===== src/rtl/present_pkg.sv =====
// ---------------------------------------------------------------------------
// present_pkg
// Shared definitions for the PRESENT-80 control stage: register map
// addresses, FSM state encoding, round count and the default RUN timeout.
// No ports (package).
// ---------------------------------------------------------------------------
package present_pkg;

    // Register map for the 32-bit write port.
    localparam logic [2:0] ADDR_PT_LO   = 3'd0;
    localparam logic [2:0] ADDR_PT_HI   = 3'd1;
    localparam logic [2:0] ADDR_KEY_LO  = 3'd2;
    localparam logic [2:0] ADDR_KEY_MID = 3'd3;
    localparam logic [2:0] ADDR_KEY_HI  = 3'd4;

    // The core needs one cycle per round after the load pulse.
    localparam int PRESENT_ROUNDS = 32;

    // Default RUN budget leaves some slack over the nominal round count.
    localparam int DEFAULT_TIMEOUT_CYC = PRESENT_ROUNDS + 8;

    typedef enum logic [1:0] {
        ST_IDLE,
        ST_LOAD,
        ST_RUN,
        ST_HOLD
    } ctrl_state_e;

endpackage


===== src/rtl/present_ctrl_regs.sv =====
// ---------------------------------------------------------------------------
// present_ctrl_regs
// Write decode and storage for the 64-bit plaintext and 80-bit key.
// Writes only land while the controller is idle.
// Ports:
//   clk_i, rst_ni      clock, synchronous active-low reset
//   wr_en_i            write strobe
//   idle_i             controller is in IDLE (write gate)
//   wr_addr_i          register select
//   wr_data_i          write data
//   pt_o               plaintext register
//   key_o              key register
// ---------------------------------------------------------------------------
module present_ctrl_regs
    import present_pkg::*;
(
    input  logic        clk_i,
    input  logic        rst_ni,
    input  logic        wr_en_i,
    input  logic        idle_i,
    input  logic [2:0]  wr_addr_i,
    input  logic [31:0] wr_data_i,
    output logic [63:0] pt_o,
    output logic [79:0] key_o
);

    logic [63:0] pt_q;
    logic [79:0] key_q;

    // Operand registers; they persist across encryptions so a repeat run
    // needs no rewrite. Addresses 5-7 fall through and change nothing.
    always_ff @(posedge clk_i) begin
        if (!rst_ni) begin
            pt_q  <= '0;
            key_q <= '0;
        end else if (wr_en_i && idle_i) begin
            case (wr_addr_i)
                ADDR_PT_LO:   pt_q[31:0]   <= wr_data_i;
                ADDR_PT_HI:   pt_q[63:32]  <= wr_data_i;
                ADDR_KEY_LO:  key_q[31:0]  <= wr_data_i;
                ADDR_KEY_MID: key_q[63:32] <= wr_data_i;
                ADDR_KEY_HI:  key_q[79:64] <= wr_data_i[15:0];
                default: ;
            endcase
        end
    end

    assign pt_o  = pt_q;
    assign key_o = key_q;

endmodule


===== src/rtl/present_ctrl.sv =====
// ---------------------------------------------------------------------------
// present_ctrl
// Control and buffering stage in front of a PRESENT-80 core. Collects the
// operands, issues a one-cycle load pulse, keeps the core enabled through
// the rounds, captures the ciphertext on core_done and offers it on a
// valid/ready port.
// Optional feature: define PRESENT_CTRL_TIMEOUT_EN to abort RUN after
// TIMEOUT_CYC cycles without core_done and raise the sticky err flag.
// Ports:
//   clk_i, rst_ni                 clock, synchronous active-low reset
//   wr_en_i/wr_addr_i/wr_data_i   operand register writes
//   start_i                       request one encryption
//   busy_o                        not idle
//   out_valid_o/out_ready_i       ciphertext handshake
//   out_data_o                    captured ciphertext
//   err_o                         sticky timeout flag
//   core_ce_o/core_load_o         core enable and load pulse
//   core_idat_o/core_key_o        operands to core
//   core_odat_i/core_done_i       core result and completion pulse
// ---------------------------------------------------------------------------
module present_ctrl
    import present_pkg::*;
#(
    parameter int TIMEOUT_CYC = DEFAULT_TIMEOUT_CYC
)
(
    input  logic        clk_i,
    input  logic        rst_ni,
    input  logic        wr_en_i,
    input  logic [2:0]  wr_addr_i,
    input  logic [31:0] wr_data_i,
    input  logic        start_i,
    output logic        busy_o,
    output logic        out_valid_o,
    input  logic        out_ready_i,
    output logic [63:0] out_data_o,
    output logic        err_o,
    output logic        core_ce_o,
    output logic        core_load_o,
    output logic [63:0] core_idat_o,
    output logic [79:0] core_key_o,
    input  logic [63:0] core_odat_i,
    input  logic        core_done_i
);

    ctrl_state_e state_q, state_d;
    logic [63:0] outData_q, outData_d;
    logic        timeoutHit;

    present_ctrl_regs uRegs (
        .clk_i     (clk_i),
        .rst_ni    (rst_ni),
        .wr_en_i   (wr_en_i),
        .idle_i    (state_q == ST_IDLE),
        .wr_addr_i (wr_addr_i),
        .wr_data_i (wr_data_i),
        .pt_o      (core_idat_o),
        .key_o     (core_key_o)
    );

`ifdef PRESENT_CTRL_TIMEOUT_EN
    localparam logic [5:0] TIMEOUT_LAST = 6'(TIMEOUT_CYC - 1);

    logic [5:0] runCnt_q;
    logic       err_q;

    // core_done wins over an abort landing in the same cycle.
    assign timeoutHit = (state_q == ST_RUN) && !core_done_i && (runCnt_q == TIMEOUT_LAST);

    // Counts RUN cycles; zeroed while in LOAD so it starts clean on RUN entry.
    always_ff @(posedge clk_i) begin
        if (!rst_ni) begin
            runCnt_q <= '0;
        end else if (state_q == ST_LOAD) begin
            runCnt_q <= '0;
        end else if (state_q == ST_RUN) begin
            runCnt_q <= runCnt_q + 6'd1;
        end
    end

    // Sticky until the next accepted start.
    always_ff @(posedge clk_i) begin
        if (!rst_ni) begin
            err_q <= 1'b0;
        end else if ((state_q == ST_IDLE) && start_i) begin
            err_q <= 1'b0;
        end else if (timeoutHit) begin
            err_q <= 1'b1;
        end
    end

    assign err_o = err_q;
`else
    assign timeoutHit = 1'b0;
    assign err_o      = 1'b0;
`endif

    // State and captured ciphertext; reset discards any in-flight result.
    always_ff @(posedge clk_i) begin
        if (!rst_ni) begin
            state_q   <= ST_IDLE;
            outData_q <= '0;
        end else begin
            state_q   <= state_d;
            outData_q <= outData_d;
        end
    end

    // Next state. start and core_done only matter in their own states.
    always_comb begin
        state_d   = state_q;
        outData_d = outData_q;
        case (state_q)
            ST_IDLE: begin
                if (start_i) state_d = ST_LOAD;
            end
            ST_LOAD: begin
                state_d = ST_RUN;
            end
            ST_RUN: begin
                if (core_done_i) begin
                    state_d   = ST_HOLD;
                    outData_d = core_odat_i;
                end else if (timeoutHit) begin
                    state_d = ST_IDLE;
                end
            end
            ST_HOLD: begin
                if (out_ready_i) state_d = ST_IDLE;
            end
            default: state_d = ST_IDLE;
        endcase
    end

    // Outputs are pure decodes of the current state.
    always_comb begin
        busy_o      = (state_q != ST_IDLE);
        out_valid_o = (state_q == ST_HOLD);
        core_ce_o   = (state_q == ST_LOAD) || (state_q == ST_RUN);
        core_load_o = (state_q == ST_LOAD);
    end

    assign out_data_o = outData_q;

endmodule


===== config.mk =====
export PLATFORM = sky130hd
export DESIGN_NAME = present_ctrl
export DESIGN_NICKNAME = d
export VERILOG_FILES = /design/src/rtl/present_pkg.sv /design/src/rtl/present_ctrl_regs.sv /design/src/rtl/present_ctrl.sv
export SDC_FILE = /design/constraint.sdc
export NUM_CORES = 1
export LEC_CHECK = 0
export ABC_CLOCK_PERIOD_IN_PS = 1750
export CORE_MARGIN = 2
export CORE_UTILIZATION = 43
export CTS_CLUSTER_SIZE = 20
export DETAILED_ROUTE_END_ITERATION = 7
export PLACE_DENSITY = 0.77
export SKIP_LAST_GASP = 1
export SYNTH_ARGS = -nofsm -noshare
export SYNTH_HDL_FRONTEND = slang
export SYNTH_SLANG_ARGS = --single-unit

===== constraint.sdc =====
create_clock -name clk_i -period 1.75 [get_ports clk_i]
set_input_delay 0.525 -clock clk_i [delete_from_list [all_inputs] [get_ports clk_i]]
set_output_delay 0.525 -clock clk_i [all_outputs]
set_load 0.05 [all_outputs]

==> impl_metrics.toml <==
[finish]
finalNonFillerCells = 1382
stdcell_area_mm2 = 0.0143
regArea_mm2 = 0.00421
fin_nets = 1245
nFillCells = 1015
multiInputGateArea_mm2 = 0.00331
layout-drive-gt1-share_pct = 27.8
area_delta_synth_final_pct = 83.7
post-route-util_pct = 80.1
diodes = 0

[logic_synthesis]
async_flop_share_pct = 0
yosys_warnings = 0
avgSynthCellArea_um2 = 9.65
synth-edff-count = 0
synth_top_area_share_pct = 54.0
synthTopCellsByArea = "dfxtp_1, mux2i_1, nand2_1"
synth_top_flop_cell = "dfxtp_1"
synth_most_common_cell = "nand2_1"
synth.cell_area_mm2 = 0.00778
synth_cells = 806
synthTopCellsByCount = "nand2_1, dfxtp_1, mux2i_1, a21boi_0, clkbuf_1"
synth_fp_nets = 915
ys_seq_elements = 210
ys_seq_area_share_pct = 54.0
synth_top_area_cell = "dfxtp_1"
synth_cell_type_count = 19

[die]
start_util_pct = 43.6
core_area_mm2 = 0.0178
std_cell_rows = 49
dieArea_mm2 = 0.0192
io_pins = 318
dieWidth_um = 139
die_height_um = 139

[timing]
hold_violations = 0
fin_crit_ns = 1.85
slew_violations = 0
hold-worst-slack_ns = 0.367
fmax_mhz = 539
finClkSkew_ns = 0.0132
setup_viol = 4
min_period_over_period_pct = 106
rsz0062_at_grt = "true"
final.setup.worst_slack_ns = -0.104

[worst_hold_path]
hp-class = "primary input to flip-flop"
worstHoldStart = "rst_ni"
worstHoldPathCells = 3

[setup_path]
worstPathMaxFanout = 2
r2r-start = "state_q[0]$_SDFFE_PN0P_"
crit_path_start_kind = "flip-flop"
cp-startpoint = "state_q[1]$_SDFFE_PN0P_"
cp_data_arrival_time_ns = 1.33
cp-end-kind = "output pin"
path_class = "flip-flop to output pin"
worstPathRequired_ns = 1.22
reg2reg_depth = 7

[detailed_routing]
drt_pass1_iterations = 4
drcViolationCount = 0
num_vias = 6857
antenna_left = 0
drt_wl_total_um = 25700
drt_iter0_markers = 274
avgViaCountPerCell = 4.96
drt-wirelength-per-cell_um = 18.6

[global_routing]
grt_pass1_wl_um = 40000
gr-total-overflow = 0
grt_start_max_net_pins = 74
grt.total_usage_pct = 25.8
grt_pass1_vias = 7272
antenna_found_initial = 0

[job]
cap_violations = 0

[cts]
numCtsBuffers = 23
path_clk_slew_ns = 0.06
cts-root-buf = "clkbuf_16"
cts.sinks = 210
htree_levels = 1
postCtsHoldBufs = 0
cts_buffer_depth = 3
cts_tree = "built"
clk_latency_ns = 0.51

[outcome]
failed_checks = "setup timing"
outcome = "finished, violations left"

[power_and_ir_drop]
vdd_ir_drop_max_uv = 1120
finalPower_mw = 15.4
power.density_mw_per_mm2 = 1070
cellLeakagePower_nw = 5.79

[placed_design]
dp_cells = 1334
io_buffers = 316
gp_congestion = 0.835
dpl_cell_area_mm2 = 0.0132
place_hpwl_um = 17500
cell usage in the layout (no fill, tap or decap), types with 2 or more instances in the layout:
master / netlist / layout
clkdlybuf4s50_1: 0 / 103
mux2i_2: 0 / 2
buf_12: 0 / 203
clkbuf_8: 0 / 3
bufinv_16: 0 / 7
a21boi_0: 64 / 64
buf_4: 7 / 49
inv_1: 6 / 3
nand2_2: 0 / 2
inv_6: 0 / 2
nand2_1: 309 / 307
clkinv_2: 0 / 3
mux2i_1: 146 / 143
dfxtp_1: 210 / 208
buf_6: 7 / 4
inv_2: 0 / 2
clkbuf_16: 0 / 25
ha_4: 0 / 3
clkinvlp_4: 0 / 4
logic make-up (layout without fill, tap and decap cells):
group                      count (synthesis)  count (layout)  share of synthesized area, %
DFF                                      210             210                          54.0
adders and majority gates                  4               4                         0.643
AOI/OAI and AO/OA                         66              66                          6.37
other                                      1               1                        0.0482
and+or+nand+nor                          316             316                          15.8
buffers and inverters                     63             410                          4.33
muxes                                    146             146                          18.8
area by class of cell:
type / count / share of cell area [%]
Clock buffer: 26 / 4.32
Clock inverter: 16 / 1.91
Inverter: 6 / 0.175
Multi-Input combinational cell: 533 / 23.1
Sequential cell: 210 / 29.5
Tap cell: 229 / 2.01
Timing Repair Buffer: 362 / 39.0
flip-flops by register name (all words and copies together), names as in the netlist:
name and count:
uRegs.key_o 80, out_data_o 64, uRegs.pt_o 64, state_q 2
worst max-delay path, stage by stage (launching register included):
cell and delay [ns]:
dfxtp_2 0.34, inv_2 0.06, ha_4 0.28, buf_12 0.13
through the flow:
stage	setup WS [ns]	setup TNS, ns
2_1_floorplan	0.220	0
3_3_place_gp	-0.219	-24.40
3_5_place_dp	-0.340	-32.65
4_1_cts	-0.102	-0.350
5_1_grt	-0.134	-0.624
6_report	-0.104	-0.321
where the power goes:
part	leakage, nW	internal (mW)	switching, mW	total (mW)
logic	3.67	2.01	2.32	4.34
clock network	0.425	3.58	2.03	5.61
registers	1.70	5.10	0.298	5.40
total	5.79	10.7	4.65	15.4
routing by layer:
layer	wire length (µm)	part of all wire, %	global-route usage (%)
met2	13100	51	46.2
met1	10200	40	30.1
met4	743	2.9	8.65
met5	0	0	0
met3	1540	6.0	6.34
path summary, 6_finish.rpt:
path / to / slack [ns]
max: core_ce_o / -0.10
min: uRegs.key_o[11]$_SDFFE_PN0P_ / 0.37
max reg2reg: uRegs.key_o[5]$_SDFFE_PN0P_ / 0.01
min reg2reg: out_data_o[41]$_SDFFE_PN0P_ / 0.46
what timing repair did:
action	CTS	global route
cloned	0	3
setup endpoints to repair	7	26
resized for setup	11	11
pin swaps	1	2
setup buffers	2	2
(Power assumes the default switching activity.)
